[config.mk]
export PLATFORM = sky130hd
export DESIGN_NAME = zero_stuff_upsampler
export DESIGN_NICKNAME = d
export VERILOG_FILES = /design/src/rtl/zero_stuff_upsampler.sv
export SDC_FILE = /design/constraint.sdc
export NUM_CORES = 1
export LEC_CHECK = 0
export ABC_AREA = 1
export CORE_ASPECT_RATIO = 1.75
export CORE_MARGIN = 1.5
export CORE_UTILIZATION = 54
export DETAILED_ROUTE_END_ITERATION = 8
export PLACE_DENSITY = 0.89
export SLEW_MARGIN = 40
export SYNTH_ARGS = -nofsm -noshare
export SYNTH_HDL_FRONTEND = slang
export SYNTH_SLANG_ARGS = --single-unit
export TNS_END_PERCENT = 50
[constraint.sdc]
create_clock -name clk -period 2.66 [get_ports clk]
set_input_delay 0.532 -clock clk [delete_from_list [all_inputs] [get_ports clk]]
set_output_delay 0.532 -clock clk [all_outputs]
set_load 0.01 [all_outputs]
[src/rtl/zero_stuff_upsampler.sv]
// Zero-stuffing interpolator front end: buffers low-rate samples in a small FIFO and
// emits each sample followed by UP_FACTOR-1 zeros, one output per clk.
module zero_stuff_upsampler #(
    parameter int DATA_WIDTH = 5,
    parameter int UP_FACTOR  = 4,
    parameter int FIFO_DEPTH = 4
) (
    input  logic                           clk,
    input  logic                           rst,
    input  logic signed [DATA_WIDTH-1:0]   in_data,
    input  logic                           in_valid,
    output logic                           in_ready,
    output logic signed [DATA_WIDTH-1:0]   out,
    output logic                           out_valid,
    output logic [$clog2(UP_FACTOR)-1:0]   phase,
    output logic                           underflow,
    input  logic                           clr_err
);

    localparam int PH_W = $clog2(UP_FACTOR);
    localparam int AW   = $clog2(FIFO_DEPTH);
    localparam int CW   = AW + 1;

    typedef enum logic {IDLE, RUN} state_t;

    state_t                        state;
    logic signed [DATA_WIDTH-1:0]  mem [FIFO_DEPTH];
    logic [AW-1:0]                 wr_ptr;
    logic [AW-1:0]                 rd_ptr;
    logic [CW-1:0]                 count;
    logic [CW-1:0]                 count_next;
    logic                          push;
    logic                          pop;
    logic                          empty;
    logic                          last_phase;

    assign empty      = (count == '0);
    assign last_phase = (phase == PH_W'(UP_FACTOR - 1));
    assign push       = in_valid && in_ready;
    // A frame boundary (or leaving IDLE) is the only point where the FIFO head is consumed
    assign pop        = !empty && ((state == IDLE) || last_phase);

    always_comb begin
        count_next = count;
        case ({push, pop})
            2'b10:   count_next = count + CW'(1);
            2'b01:   count_next = count - CW'(1);
            default: count_next = count;
        endcase
    end

    // FIFO control; in_ready is registered so it tracks !full of the registered count
    always_ff @(posedge clk or posedge rst) begin
        if (rst) begin
            wr_ptr   <= '0;
            rd_ptr   <= '0;
            count    <= '0;
            in_ready <= 1'b0;
        end else begin
            if (push)
                wr_ptr <= wr_ptr + AW'(1);
            if (pop)
                rd_ptr <= rd_ptr + AW'(1);
            count    <= count_next;
            in_ready <= (count_next != CW'(FIFO_DEPTH));
        end
    end

    always_ff @(posedge clk) begin
        if (push)
            mem[wr_ptr] <= in_data;
    end

    // Output framing FSM
    always_ff @(posedge clk or posedge rst) begin
        if (rst) begin
            state     <= IDLE;
            out       <= '0;
            out_valid <= 1'b0;
            phase     <= '0;
            underflow <= 1'b0;
        end else begin
            if (clr_err)
                underflow <= 1'b0;
            case (state)
                IDLE: begin
                    phase <= '0;
                    if (!empty) begin
                        out       <= mem[rd_ptr];
                        out_valid <= 1'b1;
                        state     <= RUN;
                    end else begin
                        out       <= '0;
                        out_valid <= 1'b0;
                    end
                end
                RUN: begin
                    if (last_phase) begin
                        phase <= '0;
                        if (!empty) begin
                            out <= mem[rd_ptr];
                        end else begin
                            // Starved at a frame boundary; set overrides a same-cycle clear
                            out       <= '0;
                            out_valid <= 1'b0;
                            underflow <= 1'b1;
                            state     <= IDLE;
                        end
                    end else begin
                        phase <= phase + PH_W'(1);
                        out   <= '0;
                    end
                end
                default: begin
                    state     <= IDLE;
                    out       <= '0;
                    out_valid <= 1'b0;
                    phase     <= '0;
                end
            endcase
        end
    end

endmodule

==> impl_metrics.ini <==
[flow_run]
drv_cap = 0

[critical_path]
critical_path_class = reg -> reg
r2r-start = phase[0]
cpMostUsedCell = inv_1
max_stage_delay_ns = 0.41
crit_family = adder cells
crit_path_top_delay_cell = dfrtp_1
critical_path.startpoint = phase[0]
path_max_fanout = 9
path_cells = ha_1, inv_1, nand2_1, nand2_2, inv_1, ha_1, inv_1, fa_1, o21ai_0, nor2_1, nand2_1
cp.depth = 11
worst_r2r_endpoint = in_ready
endpoint = in_ready
worstSetupEndpointType = flip-flop
required_ns = 2.90
r2r_slack_ns = 0.46
rr_worst_depth = 11
crit_buf_inv = 3
arrival_ns = 2.44
start_kind = flip-flop

[route]
finalWirelength_um = 2850
drc = 0
wl_per_cell_um = 14.0
drt_iter0_drc = 19
detail-route-antenna-nets = 0
num_vias = 1047
routed_via_density = 5.16
first_pass_iters = 4

[yosys]
yosysTopAreaCellShare = 0.374
synth_compound_area_frac = 0.0311
synth_edf_count = 20
yosysUniqueCellTypes = 18
synthArstFlopShare = 0.474
synth.avg_cell_area_sq_um = 10.6
syn_inst = 152
synth_area_leaders = edfxtp_1, dfrtp_1, nand2_1
synth_fa_ha_area_frac = 0.0591
syn_area_sq_um = 1610
synthMuxAreaShare = 0
synth_fp_nets = 168
synthTopCellsByCount = nand2_1, inv_1, edfxtp_1, dfrtp_1, nand3_1
ys_seq_area_frac = 0.654
synth-seq-cells = 38
synth_warnings = 0
synth_top_area_cell = edfxtp_1
synth_flop_cell = edfxtp_1
yosysMostFrequentCell = nand2_1
synth_xor_area_frac = 0.0218
synth_top_family_by_area = simple AND/OR/NAND/NOR gates
synthSimpleGateAreaFrac = 0.145

[cts]
cts-buffers-inserted = 5
htreeDepth = 2
postCtsHoldBufs = 0
ctsResizeCount = 0
cts_tree = built
clock_path_buffers = 2
cts_root_buf = clkbuf_8
post_cts_buffers = 0
cts_sinks = 38
clk_latency_ns = 0.29
clk_pin_slew_ns = 0.07

[finish]
drive_gt1_frac = 0.0514
area_delta_synth_final_pct = 20.2
fin_util = 0.675
final_nets = 190
diodes = 0

[outcome]
outcome = finished, final reports clean

[sta]
tns_ns = 0
fin_crit_sh = 0.828
rsz0062_at_grt = no
worst_pin_slew_ns = 0.661
max_freq_mhz = 454
maxSlewHeadroom = 0.559
hold_violations = 0
slew_violations = 0
period_minus_slack_ns = 2.20
setup_viol = 0
fin_skew_ns = 0.00765

[floorplanning]
initial_utilization = 0.562
dieArea_sq_um = 3330
ios = 19
die_y_um = 75.2
core-area_sq_um = 2860
die_x_um = 44.2
core.rowCount = 26

[global_route]
grt_max_degree = 19
antenna_found_initial = 0
grtUsageTotal = 0.203
grt_pass1_wl_um = 4720
grt_overflow_total = 0
grt_pass1_vias = 1076

[worst_hold_path]
holdPathStages = 1
hp-class = reg -> reg
hp-start = phase[0]

[placement]
dp_hpwl_um = 2170
portBuffers = 18
finalWeightedCongestion = 0.771

[power_and_ir_drop]
p_leak_nw = 0.912
peakVddDrop_mv = 0.852
p_per_area_nw_per_um2 = 1190
-- worst reg2reg max path, stage by stage (launching register included) --
cell,delay [ns]
dfrtp_1,0.41
ha_1,0.22
inv_1,0.05
nand2_1,0.08
nand2_2,0.18
inv_1,0.09
ha_1,0.20
inv_1,0.10
fa_1,0.41
o21ai_0,0.24
nor2_1,0.09
nand2_1,0.07
-- stage by stage --
step | power (mW) | worst slack (ns) | instance area [sq um] | cells | hold slack (ns)
3_3_place_gp | 1.65 | 0.413 | 1800 | 195 | 0.475
6_report | 2.29 | 0.458 | 1930 | 203 | 0.479
3_5_place_dp | 1.73 | 0.263 | 1800 | 195 | 0.481
4_1_cts | 2.30 | 0.480 | 1930 | 203 | 0.492
2_1_floorplan | 1.46 | 0.709 | 1610 | 152 | 0.461
5_1_grt | 2.46 | 0.326 | 1930 | 203 | 0.512
-- cell usage in the layout (no fill, tap or decap), drive strengths merged --
master and n:
inv 32, bufinv 2, xnor2 2, clkdlybuf4s50 18, o21ai 4, fa 1, dfrtp 18, ha 6
clkinv 1, nand4 1, a21oi 6, clkbuf 5, edfxtp 20, nand2 42, xor2 2, nor2 7
nand3 8
-- layer usage --
metal,GRT usage,wire length (um),up-vias,share of wire
met3,0.0743,115,6,0.040
met2,0.361,1660,20,0.58
met5,0,0,-,0
met1,0.205,1020,511,0.36
met4,0.0976,55,0,0.019
li1,-,-,510,-
-- cells by family (layout without fill, tap and decap cells) --
| kind of cell | count (synthesis) | after routing |
|---|---|---|
| AOI/OAI and AO/OA | 10 | 10 |
| xor gates and xnor gates | 4 | 4 |
| adders and majority gates | 7 | 7 |
| buffers and inverters | 35 | 58 |
| DFF | 38 | 38 |
| and+or+nand+nor | 58 | 58 |
-- where the power goes --
part / leakage, nW / internal [mW] / switching [mW]
combinational: 0.445 / 0.329 / 0.462
sequential: 0.401 / 0.812 / 0.118
clock: 0.0658 / 0.371 / 0.198
total: 0.912 / 1.51 / 0.779
-- sequential cells by signal (all words and copies together) (netlist names) --
| register | count |
|---|---|
| rd_ptr | 2 |
| phase | 2 |
| mem | 20 |
| underflow | 1 |
| count | 3 |
| out_valid | 1 |
| state | 1 |
| in_ready | 1 |
| wr_ptr | 2 |
| out | 5 |
-- cell type report --
class / instances / area (sq um)
Clock buffer: 5 / 68.8
Clock inverter: 3 / 63.8
Fill cell: 227 / 931
Inverter: 32 / 120
Multi-Input combinational cell: 79 / 413
Sequential cell: 38 / 1050
Tap cell: 28 / 35.0
Timing Repair Buffer: 18 / 180
-- how the worst min path moves through the flow --
stage / to / slack [ns]
6_report: phase[0] / 0.48
3_5_place_dp: phase[0] / 0.48
5_1_grt: phase[0] / 0.51
2_1_floorplan: count[2] / 0.46
4_1_cts: phase[0] / 0.49
3_3_place_gp: phase[0] / 0.47
Note: power is estimated with default switching activity, not from simulation.
==> RTL change 1: new RTL, same flow settings <==
`UP_FACTOR`: 4 -> 2.
--- a/src/rtl/zero_stuff_upsampler.sv
+++ b/src/rtl/zero_stuff_upsampler.sv
@@ -2,7 +2,7 @@
 // emits each sample followed by UP_FACTOR-1 zeros, one output per clk.
 module zero_stuff_upsampler #(
     parameter int DATA_WIDTH = 5,
-    parameter int UP_FACTOR  = 4,
+    parameter int UP_FACTOR  = 2,
     parameter int FIFO_DEPTH = 4
 ) (
     input  logic                           clk,
Ports: changed (resized phase); port bits go from 19 to 18. The function was not compared with the original's and may differ.
==> RTL change 1 against the unedited design <==
Area after synthesis shrank 2.8%. Wire length decreased by 2.6%. Total power shrank 5.7%. Core utilization grew 0.61 points. Sequential cell count shrank 1. Cell area down 4.1%. Worst hold slack improved by 29 ps. Fmax rose by 4.4%. Setup slack better by 93 ps. Critical path type is now primary input to flop.
==> RTL change 1: results (changes against the unedited design) <==
[setup_path]
r2r_start = count[1]  ; was phase[0]
max_stage_delay_ps = 450  ; was 410 ps
path_max_fanout = 8  ; was 9
r2r_cells = 10  ; was 11
crit_slowest_cell = clkdlybuf4s50_1  ; was dfrtp_1
r2r_slack_ps = 630  ; was 460 ps
critPathLaunch = in_valid  ; was phase[0]
arrival_ps = 2340  ; was 2440 ps

[grt]
grt_use_met3_pct = 5.83  ; was 7.43%
grt_use_met1_pct = 21.0  ; was 20.5%
met2_usage_pct = 36.4  ; was 36.1%
grt_pass1_vias = 1042  ; was 1076
grt_pass1_wl_um = 4560  ; was 4720 um
grt_usage_pct = 19.9  ; was 20.3%

[route]
met3_length_um = 88  ; was 115 um
routed.top_layer = met4  ; unchanged
wl_met2_um = 1620  ; was 1660 um
drt-initial-drc-count = 31  ; was 19
met1Wirelength_um = 1020  ; about the same
drt_wl_total_um = 2770  ; was 2850 um
vias_per_cell = 5.13  ; was 5.16

[power_and_ir_drop]
p_leak_nw = 0.868  ; was 0.912 nW
peakVddDrop_v = 0.000749  ; was 0.000852 V
comb-power_mw = 0.790  ; was 0.791 mW
p_clk_share_pct = 21.9  ; was 24.8%
p_total_mw = 2.16  ; was 2.29 mW
swShare_pct = 36.5  ; was 34.0%

[synth]
synth_area_leaders = edfxtp_1, dfrtp_1, nand2_1, inv_1, ha_1  ; unchanged
synth_xor_area_share_pct = 2.24  ; was 2.18%
yosys.area_share.adder_pct = 5.28  ; was 5.91%
synth_compound_area_share_pct = 3.20  ; was 3.11%
synth_fp_nets = 163  ; was 168
synthTopCellsByCount = nand2_1, inv_1, edfxtp_1  ; unchanged
synth_cells = 148  ; was 152
synth_seq_area_share_pct = 65.7  ; was 65.4%
ys_async_sr_fraction_pct = 45.9  ; was 47.4%

[clocking]
numCtsBuffers = 5  ; unchanged
cts_buffer_depth = 2  ; unchanged

[place]
postPlaceCellArea_um2 = 1740  ; was 1800 um^2
routabilityCongestion = 0.760  ; was 0.771
place_inst = 189  ; was 195
port_buffers = 17  ; was 18

[timing]
period_minus_slack_ps = 2110  ; was 2200 ps
worstMarginPinSlew_ps = 649  ; was 661 ps
whs_ps = 507  ; was 479 ps

[hold_path]
hold_start = count[0]  ; was phase[0]

[run_status]
status = complete, no violations  ; unchanged

[finish]
fin_nets = 184  ; was 190
final_cells = 197  ; was 203

RTL change 1: worst register-to-register path: cells and delay by family (launching register included):
family | cells | cell delay, ps
fa+ha+maj | 2 | 590
simple gates | 4 | 480
flops | 1 | 390
buf+inv | 3 | 270
compound gates | 1 | 250
RTL change 1: layout make-up:
| cell class | count | area, um^2 |
|---|---|---|
| sequential | 37 | 1030 |
| multi-input combinational | 76 | 393 |
| clock buffer | 5 | 68.8 |
| tap | 27 | 33.8 |
| timing repair buffer | 17 | 170 |
| fill | 181 | 868 |
| clock inverter | 3 | 41.3 |
| inverter | 32 | 120 |
RTL change 1: cell families (layout without fill, tap and decap cells):
family / Yosys count / count (layout)
simple gates: 56 / 56
fa+ha+maj: 6 / 6
flops: 37 / 37
buf+inv: 35 / 57
xor+xnor: 4 / 4
compound gates: 10 / 10
==> RTL change 2: new RTL, config.mk and constraints unchanged <==
Without the edit above. Make the reset (`rst`) synchronous in 2 clocked blocks.
--- a/src/rtl/zero_stuff_upsampler.sv
+++ b/src/rtl/zero_stuff_upsampler.sv
@@ -50,7 +50,7 @@
     end
 
     // FIFO control; in_ready is registered so it tracks !full of the registered count
-    always_ff @(posedge clk or posedge rst) begin
+    always_ff @(posedge clk) begin
         if (rst) begin
             wr_ptr   <= '0;
             rd_ptr   <= '0;
@@ -72,7 +72,7 @@
     end
 
     // Output framing FSM
-    always_ff @(posedge clk or posedge rst) begin
+    always_ff @(posedge clk) begin
         if (rst) begin
             state     <= IDLE;
             out       <= '0;
Behaviour: differs if rst is asserted again (counterexample within 4 cycles, from zero or initial values and one cycle with rst high); with rst held inactive, the same outputs for 10 cycles.
==> RTL change 2 against the unedited design <==
Worst hold slack worse by 24 ps. Area after synthesis stayed put. Largest cell class unchanged. Wire length is 1.5% lower. Register-to-register slack better by 40 ps. Total power is 18% lower. Sequential power is 11% lower. Via count is 5.1% higher. Sequential cell count is 2 higher. Global-route usage is 0.10 points lower. Cell area is 1.8% lower. Sequential share of layout area is 1.6 points lower. Setup slack worse by 49 ps. Critical path type is now primary input to flop. First-iteration DRC count is 11% lower. Critical endpoint is now in_ready.
==> RTL change 2: results (changes against the unedited design) <==
[synth]
synth_area_leaders = edfxtp_1, dfxtp_1, nor2_1, ha_1, o21ai_0  ; was edfxtp_1, dfrtp_1, nand2_1, inv_1, ha_1
synth_fp_nets = 167  ; was 168
ys_types = 22  ; was 18
synth_seq_area_share_pct = 62.3  ; was 65.4%
ys_async_sr_fraction_pct = 0  ; was 47.4%
synth_cells = 151  ; was 152

[place]
post-place-ws_ps = 131  ; was 263 ps
routabilityCongestion = 0.803  ; was 0.771
dp_hpwl_um = 2140  ; was 2170 um
place_inst = 196  ; was 195

[route]
vias_per_cell = 5.39  ; was 5.16
drt_wl_total_um = 2810  ; was 2850 um
drt-initial-drc-count = 17  ; was 19
num_vias = 1100  ; was 1047

[timing]
fin_crit_sh_pct = 84.6  ; was 82.8%
whs_ps = 455  ; was 479 ps
clock-skew-final_ps = 4.03  ; was 7.65 ps

[grt]
grt_usage_pct = 20.2  ; was 20.3%
grt_pass1_wl_um = 4590  ; was 4720 um
grt_pass1_vias = 1084  ; was 1076

[finish]
fin_nets = 191  ; was 190
nFillCells = 214  ; was 227
area_growth_pct = 18.0  ; was 20.2%
drive_above_1_share_pct = 12.5  ; was 5.14%

[power_and_ir_drop]
peakVddDrop_v = 0.000683  ; was 0.000852 V
p_leak_nw = 0.744  ; was 0.912 nW

[clocking]
numCtsBuffers = 5  ; unchanged

[setup_path]
r2r_slack_ps = 500  ; was 460 ps
max_stage_delay_ps = 470  ; was 410 ps
arrival_ps = 2470  ; was 2440 ps

[run_status]
status = complete, no violations  ; unchanged

## RTL change 2: power by group through the flow
stage	clock network (mW)	registers, mW	logic [mW]
after global routing	0.417	0.839	0.736
after CTS	0.394	0.828	0.654
after global placement	0	0.833	0.598
after detailed placement	0	0.841	0.651
after floorplan	0	0.837	0.451
final	0.388	0.829	0.655
## RTL change 2: cell families (layout without fill, tap and decap cells)
kind of cell	Yosys count	count (layout)	synth area share (%)
AND/OR/NAND/NOR	52	52	15.4
AO/OA/AOI/OAI	27	27	9.57
flip-flops	40	40	62.3
buffers and inverters	23	48	5.76
XOR/XNOR	2	2	1.09
adder cells (fa/ha/maj)	7	7	5.91
## RTL change 2: layout make-up
| cell class | instances | area share, % |
|---|---|---|
| Timing Repair Buffer | 18 | 9.50 |
| Clock inverter | 1 | 0.264 |
| Sequential cell | 40 | 52.8 |
| Clock buffer | 7 | 4.02 |
| Inverter | 22 | 4.49 |
| Tap cell | 28 | 1.85 |
| Multi-Input combinational cell | 88 | 27.1 |
## RTL change 2: routing by layer
metal  part of all wire [%]  GRT usage (%)  vias to the layer above  routed length [um]
li1                       -              -                      538                   -
met1                     35           17.7                      522                 976
met2                     57           37.7                       29                1610
met3                    3.8           6.47                       11                 107
met4                    4.0           12.8                        0                 113
met5                      0              0                        -                   0
## RTL change 2: worst paths after layout
check | depth (start not counted) | startpoint | endpoint
min | 1 | phase[0] | phase[0]
min reg2reg | 1 | phase[0] | phase[0]
max | 8 | in_valid | in_ready
max reg2reg | 9 | phase[0] | in_ready
## RTL change 2: worst max-delay path, delay by kind of cell
kind	cells	cell delay, ps
buffers and inverters	2	560
AOI/OAI and AO/OA	2	430
and+or+nand+nor	2	260
adders and majority gates	2	690
